$ cat config.mk
export PLATFORM = sky130hd
export DESIGN_NAME = pipe_muldiv
export DESIGN_NICKNAME = d
export VERILOG_FILES = /design/src/rtl/pipe_muldiv_pkg.sv /design/src/rtl/pipe_muldiv_datapath.sv /design/src/rtl/pipe_muldiv.sv
export SDC_FILE = /design/constraint.sdc
export NUM_CORES = 1
export LEC_CHECK = 0
export CORE_UTILIZATION = 24
export CTS_BUF_LIST = sky130_fd_sc_hd__clkbuf_8
export CTS_CLUSTER_DIAMETER = 50
export CTS_CLUSTER_SIZE = 16
export DETAILED_ROUTE_END_ITERATION = 8
export PLACE_DENSITY = 0.5
export SYNTH_ARGS = -nofsm -noshare
export SYNTH_HDL_FRONTEND = slang
export SYNTH_SLANG_ARGS = --single-unit
$ cat constraint.sdc
create_clock -name clock -period 11.01 [get_ports clock]
set_input_delay 3.303 -clock clock [delete_from_list [all_inputs] [get_ports clock]]
set_output_delay 3.303 -clock clock [all_outputs]
set_load 0.01 [all_outputs]
$ cat src/rtl/pipe_muldiv_pkg.sv
// rtl/pipe_muldiv_pkg.sv - shared op and FSM state encodings for the multiply/divide unit
package pipe_muldiv_pkg;

    typedef enum logic [1:0] {
        OP_MULT  = 2'b00,
        OP_MULTU = 2'b01,
        OP_DIV   = 2'b10,
        OP_DIVU  = 2'b11
    } op_e;

    typedef enum logic [1:0] {
        S_IDLE = 2'b00,
        S_RUN  = 2'b01,
        S_DONE = 2'b10
    } state_e;

    function automatic logic op_is_div(input op_e op);
        return op[1];
    endfunction

    function automatic logic op_is_signed(input op_e op);
        return ~op[0];
    endfunction

endpackage

$ cat src/rtl/pipe_muldiv_datapath.sv
// rtl/pipe_muldiv_datapath.sv - magnitude accumulator, shift-add/shift-subtract step and sign fixup
module muldiv_datapath
    import pipe_muldiv_pkg::*;
#(
    parameter int WIDTH = 32
) (
    input  logic             clock,
    input  logic             reset,
    input  logic             load,
    input  logic             step,
    input  op_e              op,
    input  logic [WIDTH-1:0] a,
    input  logic [WIDTH-1:0] b,
    output logic [WIDTH-1:0] res_hi,
    output logic [WIDTH-1:0] res_lo
);

    logic [2*WIDTH-1:0] acc;
    logic [WIDTH-1:0]   mag;
    logic               is_div;
    logic               neg_res;
    logic               neg_rem;
    logic               div_zero;

    logic               sign_a;
    logic               sign_b;
    logic [WIDTH-1:0]   abs_a;
    logic [WIDTH-1:0]   abs_b;

    logic [WIDTH:0]     mul_sum;
    logic [WIDTH:0]     rem_sh;
    logic [WIDTH-1:0]   rem_diff;
    logic               rem_ge;
    logic [2*WIDTH-1:0] acc_next;
    logic [2*WIDTH-1:0] prod;

    always_comb begin
        sign_a = op_is_signed(op) & a[WIDTH-1];
        sign_b = op_is_signed(op) & b[WIDTH-1];
        abs_a  = sign_a ? -a : a;
        abs_b  = sign_b ? -b : b;
    end

    // Multiply: acc = {partial, multiplier}; divide: acc = {remainder, dividend/quotient}.
    always_comb begin
        mul_sum  = {1'b0, acc[2*WIDTH-1:WIDTH]} + (acc[0] ? {1'b0, mag} : {(WIDTH+1){1'b0}});
        rem_sh   = acc[2*WIDTH-1:WIDTH-1];
        rem_ge   = rem_sh >= {1'b0, mag};
        rem_diff = rem_sh[WIDTH-1:0] - mag;
        if (is_div)
            acc_next = {(rem_ge ? rem_diff : rem_sh[WIDTH-1:0]), acc[WIDTH-2:0], rem_ge};
        else
            acc_next = {mul_sum, acc[WIDTH-1:1]};
    end

    // Divide by zero leaves remainder = |a|, so only the quotient needs forcing.
    always_comb begin
        prod = neg_res ? -acc : acc;
        if (is_div) begin
            res_lo = div_zero ? {WIDTH{1'b1}}
                   : (neg_res ? -acc[WIDTH-1:0] : acc[WIDTH-1:0]);
            res_hi = neg_rem ? -acc[2*WIDTH-1:WIDTH] : acc[2*WIDTH-1:WIDTH];
        end else begin
            res_hi = prod[2*WIDTH-1:WIDTH];
            res_lo = prod[WIDTH-1:0];
        end
    end

    always_ff @(posedge clock or posedge reset) begin
        if (reset) begin
            acc      <= '0;
            mag      <= '0;
            is_div   <= 1'b0;
            neg_res  <= 1'b0;
            neg_rem  <= 1'b0;
            div_zero <= 1'b0;
        end else if (load) begin
            is_div   <= op_is_div(op);
            mag      <= op_is_div(op) ? abs_b : abs_a;
            acc      <= {{WIDTH{1'b0}}, (op_is_div(op) ? abs_a : abs_b)};
            neg_res  <= sign_a ^ sign_b;
            neg_rem  <= sign_a;
            div_zero <= (b == '0);
        end else if (step) begin
            acc <= acc_next;
        end
    end

endmodule

$ cat src/rtl/pipe_muldiv.sv
// rtl/pipe_muldiv.sv - iterative MULT/DIV unit with HI/LO registers, MTHI/MTLO and stall control
module pipe_muldiv
    import pipe_muldiv_pkg::*;
#(
    parameter int WIDTH = 32
) (
    input  logic             clock,
    input  logic             reset,
    input  logic             start,
    input  logic [1:0]       op,
    input  logic [WIDTH-1:0] a,
    input  logic [WIDTH-1:0] b,
    input  logic             flush,
    input  logic             whi,
    input  logic             wlo,
    input  logic [WIDTH-1:0] wdata,
    output logic             busy,
    output logic             ready,
    output logic [WIDTH-1:0] hi,
    output logic [WIDTH-1:0] lo
);

    localparam int            CW   = $clog2(WIDTH);
    localparam logic [CW-1:0] LAST = CW'(WIDTH - 1);

    state_e           state;
    logic [CW-1:0]    count;
    logic             load;
    logic             step;
    logic [WIDTH-1:0] res_hi;
    logic [WIDTH-1:0] res_lo;

    assign load = (state == S_IDLE) && start && !flush;
    assign step = (state == S_RUN) && !flush;

    muldiv_datapath #(.WIDTH(WIDTH)) u_datapath (
        .clock  (clock),
        .reset  (reset),
        .load   (load),
        .step   (step),
        .op     (op_e'(op)),
        .a      (a),
        .b      (b),
        .res_hi (res_hi),
        .res_lo (res_lo)
    );

    // busy stays high through the ready cycle so the stall releases one cycle after results land.
    always_ff @(posedge clock or posedge reset) begin
        if (reset) begin
            state <= S_IDLE;
            count <= '0;
            hi    <= '0;
            lo    <= '0;
            busy  <= 1'b0;
            ready <= 1'b0;
        end else begin
            ready <= 1'b0;
            if (flush) begin
                state <= S_IDLE;
                busy  <= 1'b0;
            end else begin
                case (state)
                    S_IDLE: begin
                        if (whi) hi <= wdata;
                        if (wlo) lo <= wdata;
                        if (start) begin
                            state <= S_RUN;
                            count <= '0;
                            busy  <= 1'b1;
                        end else begin
                            busy <= 1'b0;
                        end
                    end
                    S_RUN: begin
                        count <= count + CW'(1);
                        if (count == LAST) state <= S_DONE;
                    end
                    S_DONE: begin
                        hi    <= res_hi;
                        lo    <= res_lo;
                        ready <= 1'b1;
                        state <= S_IDLE;
                    end
                    default: state <= S_IDLE;
                endcase
            end
        end
    end

endmodule

==> results of run 1 <==
## sequential cells by signal, summed over array words and instances, names as in the netlist, 2 cells and up
| register | cells |
|---|---|
| u_datapath.mag | 32 |
| lo | 32 |
| state | 2 |
| u_datapath.acc | 64 |
| count | 5 |
| hi | 32 |
## cell usage in the layout, fill, tap and decap left out, drive strengths merged, types with 12 or more instances in the layout
| cell | instances |
|---|---|
| nand2 | 244 |
| o21ai | 231 |
| nor2 | 174 |
| dfrtp | 173 |
| clkdlybuf4s50 | 168 |
| a21oi | 140 |
| xnor2 | 110 |
| ha | 70 |
| inv | 63 |
| xor2 | 56 |
| mux2i | 49 |
| o211ai | 43 |
| a21o | 32 |
| o31ai | 31 |
| o22ai | 31 |
| nor3 | 26 |
| a31oi | 22 |
| and3 | 21 |
| nand3 | 21 |
| nand2b | 20 |
| clkbuf | 18 |
| or3 | 17 |
| buf | 17 |
| nor2b | 16 |
| o221ai | 15 |
| a211oi | 14 |
| nor4 | 14 |
| o21a | 13 |
| or4 | 13 |
| a22o | 12 |
## area by class of cell
cell class / count / area share
sequential: 173 / 0.248
multi-input combinational: 1530 / 0.552
clock inverter: 14 / 0.0121
tap: 782 / 0.0561
timing repair buffer: 185 / 0.104
antenna: 2 / 0.000287
inverter: 60 / 0.0132
clock buffer: 18 / 0.0142
## how the worst min path moves through the flow
stage / end / depth (start not counted) / slack (ps)
2_1_floorplan: u_datapath.mag[14]$_DFFE_PP0P_ / 2 / 450
5_1_grt: hi[9]$_DFFE_PP0P_ / 2 / 520
4_1_cts: hi[0]$_DFFE_PP0P_ / 2 / 490
6_report: hi[0]$_DFFE_PP0P_ / 2 / 480
3_3_place_gp: hi[24]$_DFFE_PP0P_ / 2 / 470
3_5_place_dp: hi[0]$_DFFE_PP0P_ / 2 / 470
## cell families (layout without fill, tap and decap cells)
group | count (synthesis) | after routing | share of synthesized area
DFF | 173 | 173 | 0.297
xor gates and xnor gates | 166 | 166 | 0.0996
buffers and inverters | 173 | 277 | 0.0470
and+or+nand+nor | 601 | 601 | 0.189
AOI/OAI and AO/OA | 641 | 641 | 0.271
muxes | 50 | 50 | 0.0344
adders and majority gates | 72 | 72 | 0.0627
other | 0 | 2 | 0
## worst max-delay path, delay by kind of cell
kind	cells	cell delay [ps]
AOI/OAI and AO/OA	3	940
xor gates and xnor gates	1	130
buffers and inverters	1	500
and+or+nand+nor	4	1230
## per-layer routing
| layer | vias to the layer above | GRT usage |
|---|---|---|
| li1 | 6907 | - |
| met1 | 6929 | 0.254 |
| met2 | 410 | 0.287 |
| met3 | 49 | 0.0246 |
| met4 | 0 | 0.0658 |
| met5 | - | 0 |
## per-stage QoR
| step | hold slack [ps] | power, W |
|---|---|---|
| after floorplan | 450 | 0.00248 |
| after global placement | 468 | 0.00312 |
| after detailed placement | 471 | 0.00315 |
| after CTS | 492 | 0.00369 |
| after global routing | 521 | 0.00397 |
| final | 483 | 0.00369 |
## where the power goes
group / total [W] / internal, W / switching [W]
registers: 0.00109 / 0.000789 / 0.000300
logic: 0.00206 / 0.000882 / 0.00118
clock network: 0.000538 / 0.000258 / 0.000280
total: 0.00369 / 0.00193 / 0.00176
==> flow_summary.yaml, run 1 <==
worst_setup_path:
  worstSetupStartpoint: "b[4]"
  timing.rr.start: "u_datapath.acc[41]$_DFFE_PP0P_"
  criticalPathCategory: "input port to flip-flop"
  worstReg2RegEnd: "u_datapath.acc[63]$_DFFE_PP0P_"
  critPathSlowestCell: "sky130_fd_sc_hd__clkdlybuf4s50_1"
  cp.required_ps: 11400
  reg2reg_depth: 12
  setup.reg_to_reg.worst_slack_ps: 6370
  timing.critical_path.slowest_cell_delay_ps: 500
  setup.worst_path.end_class: "flip-flop"
  crit_chain: "clkdlybuf4s50_1, or3_1, nor3_1, and3_1, nand2_1, o41ai_1, xnor2_1, o21ai_0, o221ai_1"
  endpoint: "u_datapath.acc[19]$_DFFE_PP0P_"
  timing.critical_path.from_type: "input port"
  cp_max_fo: 4
  worst-endpoint-arrival_ps: 6110
drt:
  route.met3.wl_um: 2620
  detailroute.via_count: 14300
  firstDrtPassIters: 7
  route.detailed.vias_per_inst: 5.17
  drt_first_iter_violations: 1027
  final_antenna_net_count: 0
  top_layer_used: "met4"
  wirelength_met1_um: 26800
  wl_per_cell_um: 20.7
  postRouteWirelength_um: 57200
  met2_length_um: 26000
  drcViolationCount: 0
timing:
  fin_worst_skew_ps: 15.2
  final_critical_path_setup_slack_ps: 5290
  period_minus_slack_ps: 5720
  rsz0062_at_grt: "false"
  report.final.hold_viol_count: 0
  slew_viol_final: 0
  tightestPinTransition_ps: 1200
  slew_headroom: 0.203
  fmax_mhz: 175
  finalCritPeriodShare: 0.520
  final_count_of_negative_setup_slack_endpoints: 0
  fin_tns_setup_ps: 0
layout:
  layout.filler_cells: 6397
  filler_free_cell_count_of_the_finished_design: 2764
  final-seq-area_um2: 4330
  drive_above_1_share: 0.0424
  multi_input_comb_area_um2: 9630
  final_nets: 2143
  area_delta_synth_final_pct: 19.4
  final_util: 0.289
  fin_area_um2: 17400
synth:
  top_cell_type_s_share_of_synthesized_area: 0.297
  count_of_distinct_cell_types_in_the_synthesized_netlist: 76
  synth_cells: 1876
  synth_edf_count: 0
  post_synth_main_area_contributors: "sky130_fd_sc_hd__dfrtp_1, sky130_fd_sc_hd__o21ai_0, sky130_fd_sc_hd__xnor2_1, sky130_fd_sc_hd__nand2_1, sky130_fd_sc_hd__ha_1"
  synthArstFlopShare: 1.00
  seq_area_frac_synth: 0.297
  synthesis.nets: 2052
  synth_top_cells_by_count: "sky130_fd_sc_hd__nand2_1, sky130_fd_sc_hd__o21ai_0, sky130_fd_sc_hd__dfrtp_1"
  ys.flop_type: "sky130_fd_sc_hd__dfrtp_1"
  syn_area_um2: 14600
  synth.largest_area_cell: "sky130_fd_sc_hd__dfrtp_1"
  synth.ff_latch_count: 173
  yosysMostFrequentCell: "sky130_fd_sc_hd__nand2_1"
  synth_warnings: 0
  postSynthAreaPerCell_um2: 7.78
clock_tree:
  ctsResizeCount: 0
  tritoncts: "done"
  worstSkewPairLatency_ps: 530
  cts_inserted_buffers: 17
  cts.path.max_buffers: 2
  number_of_clock_sinks: 173
  cts.htree.levels: 4
  holdBufCountCts: 0
  postCtsSetupBuffers: 0
  cts_root_buf: "sky130_fd_sc_hd__clkbuf_8"
  clk_pin_slew_ps: 110
pwr:
  cellPowerDensity_nw_per_um2: 212
  vdd.ir_drop.worst_mv: 0.119
  leakage_nw: 7.14
floorplanning:
  fp.dieH_um: 249
  start_util: 0.242
  placeableCoreArea_um2: 60200
  boundaryPins: 170
  width_of_the_die_um: 249
  die_area_um2: 61800
  num_rows: 90
global_routing:
  global_route.usage.total: 0.183
  first_global_vias: 13600
  grt_pass1_wl_um: 86200
  grt_max_degree: 106
  globalRoute.totalOverflow: 0
  antenna_found_initial: 2
placed_design:
  dpl-instance-area_um2: 17000
  detailedPlace.worstSlack_ps: 4810
  routabilityCongestion: 0.865
  hpwlAfterDp_um: 44200
  place_inst: 2730
  io_buffer_count: 169
min_path:
  hold_path_class: "flip-flop to flip-flop"
  worst_hold_launch: "hi[0]$_DFFE_PP0P_"
status:
  status: "completed"
job:
  max_cap_viol_count: 0
(Power assumes the default switching activity.)
==> run 2, diff against run 1 <==
clock period = 5.4 ns   (was 11.01 ns; I/O delays follow)
==> flow_summary.yaml, run 2 (synthesis gave the netlist of run 1 again) <==
status:
  status: "completed"
layout:
  final-seq-area_um2: 4330
  area_delta_synth_final_pct: 19.2
  final_nets: 2152
  multi_input_comb_area_um2: 9630
  final_util: 0.289
  max_ffs_per_register: 64
  final_cell_mix: "sky130_fd_sc_hd__nand2_1, sky130_fd_sc_hd__o21ai_0, sky130_fd_sc_hd__dfrtp_1"
  final_common_cell: "sky130_fd_sc_hd__nand2_1"
  layout.filler_cells: 6442
  top_reg_by_flops: "u_datapath.acc"
  drive_above_1_share: 0.0447
  filler_free_cell_count_of_the_finished_design: 2772
drt:
  drt_first_iter_violations: 974
  final_antenna_net_count: 0
  route.detailed.vias_per_inst: 5.20
  postRouteWirelength_um: 57200
  detailroute.via_count: 14400
  firstDrtPassIters: 5
  drcViolationCount: 0
  wl_per_cell_um: 20.6
timing:
  finalCritPeriodShare: 0.783
  final_critical_path_setup_slack_ps: 1170
  rsz0062_at_grt: "false"
  period_minus_slack_ps: 4230
  fmax_mhz: 236
  fin_worst_skew_ps: 18.6
  report.final.hold_viol_count: 0
  slew_headroom: 0.176
  fin_tns_setup_ps: 0
  final_count_of_negative_setup_slack_endpoints: 0
  slew_viol_final: 0
  tightestPinTransition_ps: 1240
worst_setup_path:
  worst-endpoint-arrival_ps: 4630
  timing.critical_path.from_type: "flip-flop"
  criticalPathCategory: "flip-flop to flip-flop"
  cp.required_ps: 5800
  cp_max_fo: 29
  setup.worst_path.end_class: "flip-flop"
  timing.rr.start: "u_datapath.acc[0]$_DFFE_PP0P_"
  worstSetupStartpoint: "u_datapath.acc[0]$_DFFE_PP0P_"
  reg2reg_depth: 15
clock_tree:
  ctsResizeCount: 0
  postCtsSetupBuffers: 0
  worstSkewPairLatency_ps: 520
  clk_pin_slew_ps: 100
  cts_root_buf: "sky130_fd_sc_hd__clkbuf_8"
  holdBufCountCts: 0
  cts.htree.levels: 4
  number_of_clock_sinks: 173
  tritoncts: "done"
  cts_inserted_buffers: 17
  cts.path.max_buffers: 2
floorplanning:
  num_rows: 90
  fp.dieH_um: 249
  placeableCoreArea_um2: 60200
  boundaryPins: 170
  die_area_um2: 61800
  start_util: 0.242
  width_of_the_die_um: 249
pwr:
  vdd.ir_drop.worst_mv: 0.214
  switchingPower_w: 0.00356
  total_power_w: 0.00732
  internal_power_w: 0.00376
  p_clk_frac: 0.118
  cellPowerDensity_nw_per_um2: 420
  p_seq_frac: 0.301
  netSwitchingFraction: 0.486
  comb_power_share: 0.581
  leakage_nw: 7.16
global_routing:
  first_global_vias: 13700
  antenna_found_initial: 0
  grt_max_degree: 106
  global_route.usage.total: 0.182
  globalRoute.totalOverflow: 0
  grt_pass1_wl_um: 86200
job:
  max_cap_viol_count: 0
min_path:
  worst_hold_launch: "lo[5]$_DFFE_PP0P_"
  hold_path_class: "flip-flop to flip-flop"
  hold_path_depth: 2
placed_design:
  hpwlAfterDp_um: 45000
  routabilityCongestion: 0.880
  place_inst: 2739
  detailedPlace.worstSlack_ps: 885
  io_buffer_count: 169
[run 2: power groups by stage]
stage	clock [W]	combinational, W	sequential (W)
finish	0.000863	0.00425	0.00220
global route	0.000933	0.00470	0.00225
CTS	0.000894	0.00423	0.00218
detailed placement	0	0.00421	0.00220
global placement	0	0.00416	0.00219
floorplan	0	0.00307	0.00198
[run 2: area by class of cell]
| class | count | share of cell area |
|---|---|---|
| Multi-Input combinational cell | 1530 | 0.553 |
| Sequential cell | 173 | 0.249 |
| Timing Repair Buffer | 194 | 0.109 |
| Tap cell | 782 | 0.0562 |
| Clock buffer | 19 | 0.0150 |
| Inverter | 60 | 0.0132 |
| Clock inverter | 13 | 0.00453 |
| Antenna cell | 1 | 0.000144 |
[run 2: metrics by stage]
step | hold WS (ps) | instance area [um^2]
6_report | 485 | 17400
3_5_place_dp | 470 | 17100
2_1_floorplan | 450 | 14600
3_3_place_gp | 467 | 17100
4_1_cts | 491 | 17400
5_1_grt | 518 | 17400
[run 2: critical path, cell delays in order, from the launching register on]
cell                        delay (ps)
sky130_fd_sc_hd__dfrtp_1           370
sky130_fd_sc_hd__buf_4             170
sky130_fd_sc_hd__inv_1             160
sky130_fd_sc_hd__buf_4             370
sky130_fd_sc_hd__nor2_1            110
sky130_fd_sc_hd__ha_1              350
sky130_fd_sc_hd__and2_1            180
sky130_fd_sc_hd__a31oi_1           240
sky130_fd_sc_hd__o22ai_1           230
sky130_fd_sc_hd__a2111oi_2         470
sky130_fd_sc_hd__o21ai_1           290
sky130_fd_sc_hd__a41oi_1           460
sky130_fd_sc_hd__a21boi_1          180
sky130_fd_sc_hd__a21oi_1           200
sky130_fd_sc_hd__mux2i_1           210
sky130_fd_sc_hd__a31oi_1           100
[run 2: path summary, 6_finish.rpt]
kind | endpoint | slack, ps
max in group asynchronous | u_datapath.is_div$_DFFE_PP0P_ | 2750
max reg2reg | u_datapath.acc[60]$_DFFE_PP0P_ | 1170
min in group asynchronous | ready$_DFF_PP0_ | 1560
min | lo[5]$_DFFE_PP0P_ | 480
max | u_datapath.acc[60]$_DFFE_PP0P_ | 1170
min reg2reg | lo[5]$_DFFE_PP0P_ | 480
[run 2: metal layers]
metal	global-route usage	share of wire
met3	0.0243	0.048
met5	0	0
met4	0.0697	0.035
met2	0.283	0.44
met1	0.254	0.48
==> run 3, diff against run 2 <==
clock period = 4 ns   (was 5.4 ns; I/O delays follow)
==> flow_summary.yaml, run 3 (synthesis gave the netlist of run 1 again) <==
pwr:
  leakage_nw: 7.52
  vdd.ir_drop.worst_mv: 0.286
  cellPowerDensity_nw_per_um2: 576
timing:
  finalCritPeriodShare: 0.931
  rsz0062_at_grt: "false"
  tightestPinTransition_ps: 1030
  report.final.hold_viol_count: 0
  final_count_of_negative_setup_slack_endpoints: 0
  final_critical_path_setup_slack_ps: 277
  fmax_mhz: 269
  period_minus_slack_ps: 3720
  slew_headroom: 0.312
  fin_worst_skew_ps: 30.7
  fin_tns_setup_ps: 0
  slew_viol_final: 0
clock_tree:
  number_of_clock_sinks: 173
  cts.htree.levels: 4
  cts_root_buf: "sky130_fd_sc_hd__clkbuf_8"
  clk_pin_slew_ps: 110
  cts_inserted_buffers: 17
  tritoncts: "done"
  worstSkewPairLatency_ps: 530
  holdBufCountCts: 0
  cts.path.max_buffers: 2
placed_design:
  routabilityCongestion: 0.912
  io_buffer_count: 169
  detailedPlace.worstSlack_ps: 124
  dpl-instance-area_um2: 17600
  hpwlAfterDp_um: 47200
worst_setup_path:
  timing.critical_path.from_type: "flip-flop"
  cp.required_ps: 4400
  worst-endpoint-arrival_ps: 4120
  criticalPathCategory: "flip-flop to flip-flop"
  setup.worst_path.end_class: "flip-flop"
  cp_max_fo: 4
floorplanning:
  start_util: 0.242
  num_rows: 90
  boundaryPins: 170
  width_of_the_die_um: 249
  placeableCoreArea_um2: 60200
  die_area_um2: 61800
  fp.dieH_um: 249
job:
  max_cap_viol_count: 0
min_path:
  hold_path_class: "flip-flop to flip-flop"
layout:
  final_cell_mix: "sky130_fd_sc_hd__nand2_1, sky130_fd_sc_hd__o21ai_0, sky130_fd_sc_hd__dfrtp_1"
  top_reg_by_flops: "u_datapath.acc"
  layout.filler_cells: 6378
  final_common_cell: "sky130_fd_sc_hd__nand2_1"
  final-seq-area_um2: 4330
  fin_area_um2: 18100
  multi_input_comb_area_um2: 9630
  max_ffs_per_register: 64
  area_delta_synth_final_pct: 23.7
  drive_above_1_share: 0.0765
  final_nets: 2215
global_routing:
  first_global_vias: 13800
  antenna_found_initial: 4
  globalRoute.totalOverflow: 0
  grt_pass1_wl_um: 87700
  global_route.usage.total: 0.186
  grt_max_degree: 75
drt:
  detailroute.via_count: 14700
  route.detailed.vias_per_inst: 5.17
  wl_per_cell_um: 20.6
  firstDrtPassIters: 5
  final_antenna_net_count: 0
  drcViolationCount: 0
  postRouteWirelength_um: 58400
  drt_first_iter_violations: 1128
status:
  status: "completed"
run 3: cell type report:
| class | count | share of cell area |
|---|---|---|
| Antenna cell | 2 | 0.000277 |
| Clock buffer | 17 | 0.0130 |
| Clock inverter | 15 | 0.0107 |
| Inverter | 60 | 0.0127 |
| Multi-Input combinational cell | 1530 | 0.534 |
| Sequential cell | 173 | 0.240 |
| Tap cell | 782 | 0.0542 |
| Timing Repair Buffer | 257 | 0.136 |
run 3: metrics by stage:
stage	std cells	util	power (W)	hold slack [ps]
global route	2836	0.300	0.0111	513
global placement	2802	0.292	0.00888	466
floorplan	1876	-	0.00682	450
detailed placement	2802	0.292	0.00896	469
finish	2836	0.300	0.0104	484
CTS	2834	0.299	0.0104	491
run 3: repair_timing:
action / in CTS / in global routing
endpoints found under the setup margin: 0 / 3
buffers inserted: 0 / 0
endpoints found under the hold margin: 0 / 0
resized for setup: 0 / 2
run 3: power by group:
| part | total (W) | leakage, nW | internal, W | switching, W |
|---|---|---|---|---|
| logic | 0.00617 | 5.15 | 0.00263 | 0.00354 |
| clock network | 0.00138 | 0.206 | 0.000585 | 0.000790 |
| registers | 0.00284 | 2.16 | 0.00218 | 0.000667 |
| total | 0.0104 | 7.52 | 0.00539 | 0.00500 |
run 3: worst max-delay path, cell delays in order (launching register included):
cell	delay, ps
sky130_fd_sc_hd__dfrtp_1	390
sky130_fd_sc_hd__inv_1	60
sky130_fd_sc_hd__ha_1	170
sky130_fd_sc_hd__inv_1	60
sky130_fd_sc_hd__fa_1	420
sky130_fd_sc_hd__a211oi_1	310
sky130_fd_sc_hd__o21bai_1	140
sky130_fd_sc_hd__a21oi_2	250
sky130_fd_sc_hd__o221ai_2	230
sky130_fd_sc_hd__a21oi_2	270
sky130_fd_sc_hd__o21ai_1	170
sky130_fd_sc_hd__a211o_1	320
sky130_fd_sc_hd__o211ai_1	170
sky130_fd_sc_hd__mux2_2	390
sky130_fd_sc_hd__a22oi_1	260
run 3: routing by layer:
layer  wire (um)  global-route usage
met1       27200               0.260
met5          13                   0
met4        2000              0.0696
met2       25900               0.289
met3        3280              0.0296
run 3: worst paths after layout:
kind,from,to,slack (ps),cells past startpoint
hold reg to reg,hi[21]$_DFFE_PP0P_,hi[21]$_DFFE_PP0P_,480,2
setup / recovery,u_datapath.acc[31]$_DFFE_PP0P_,u_datapath.acc[62]$_DFFE_PP0P_,280,14
max in group asynchronous,reset,u_datapath.mag[9]$_DFFE_PP0P_,2030,3
min in group asynchronous,reset,u_datapath.mag[1]$_DFFE_PP0P_,1110,2
hold / removal,hi[21]$_DFFE_PP0P_,hi[21]$_DFFE_PP0P_,480,2
setup reg to reg,u_datapath.acc[31]$_DFFE_PP0P_,u_datapath.acc[62]$_DFFE_PP0P_,280,14
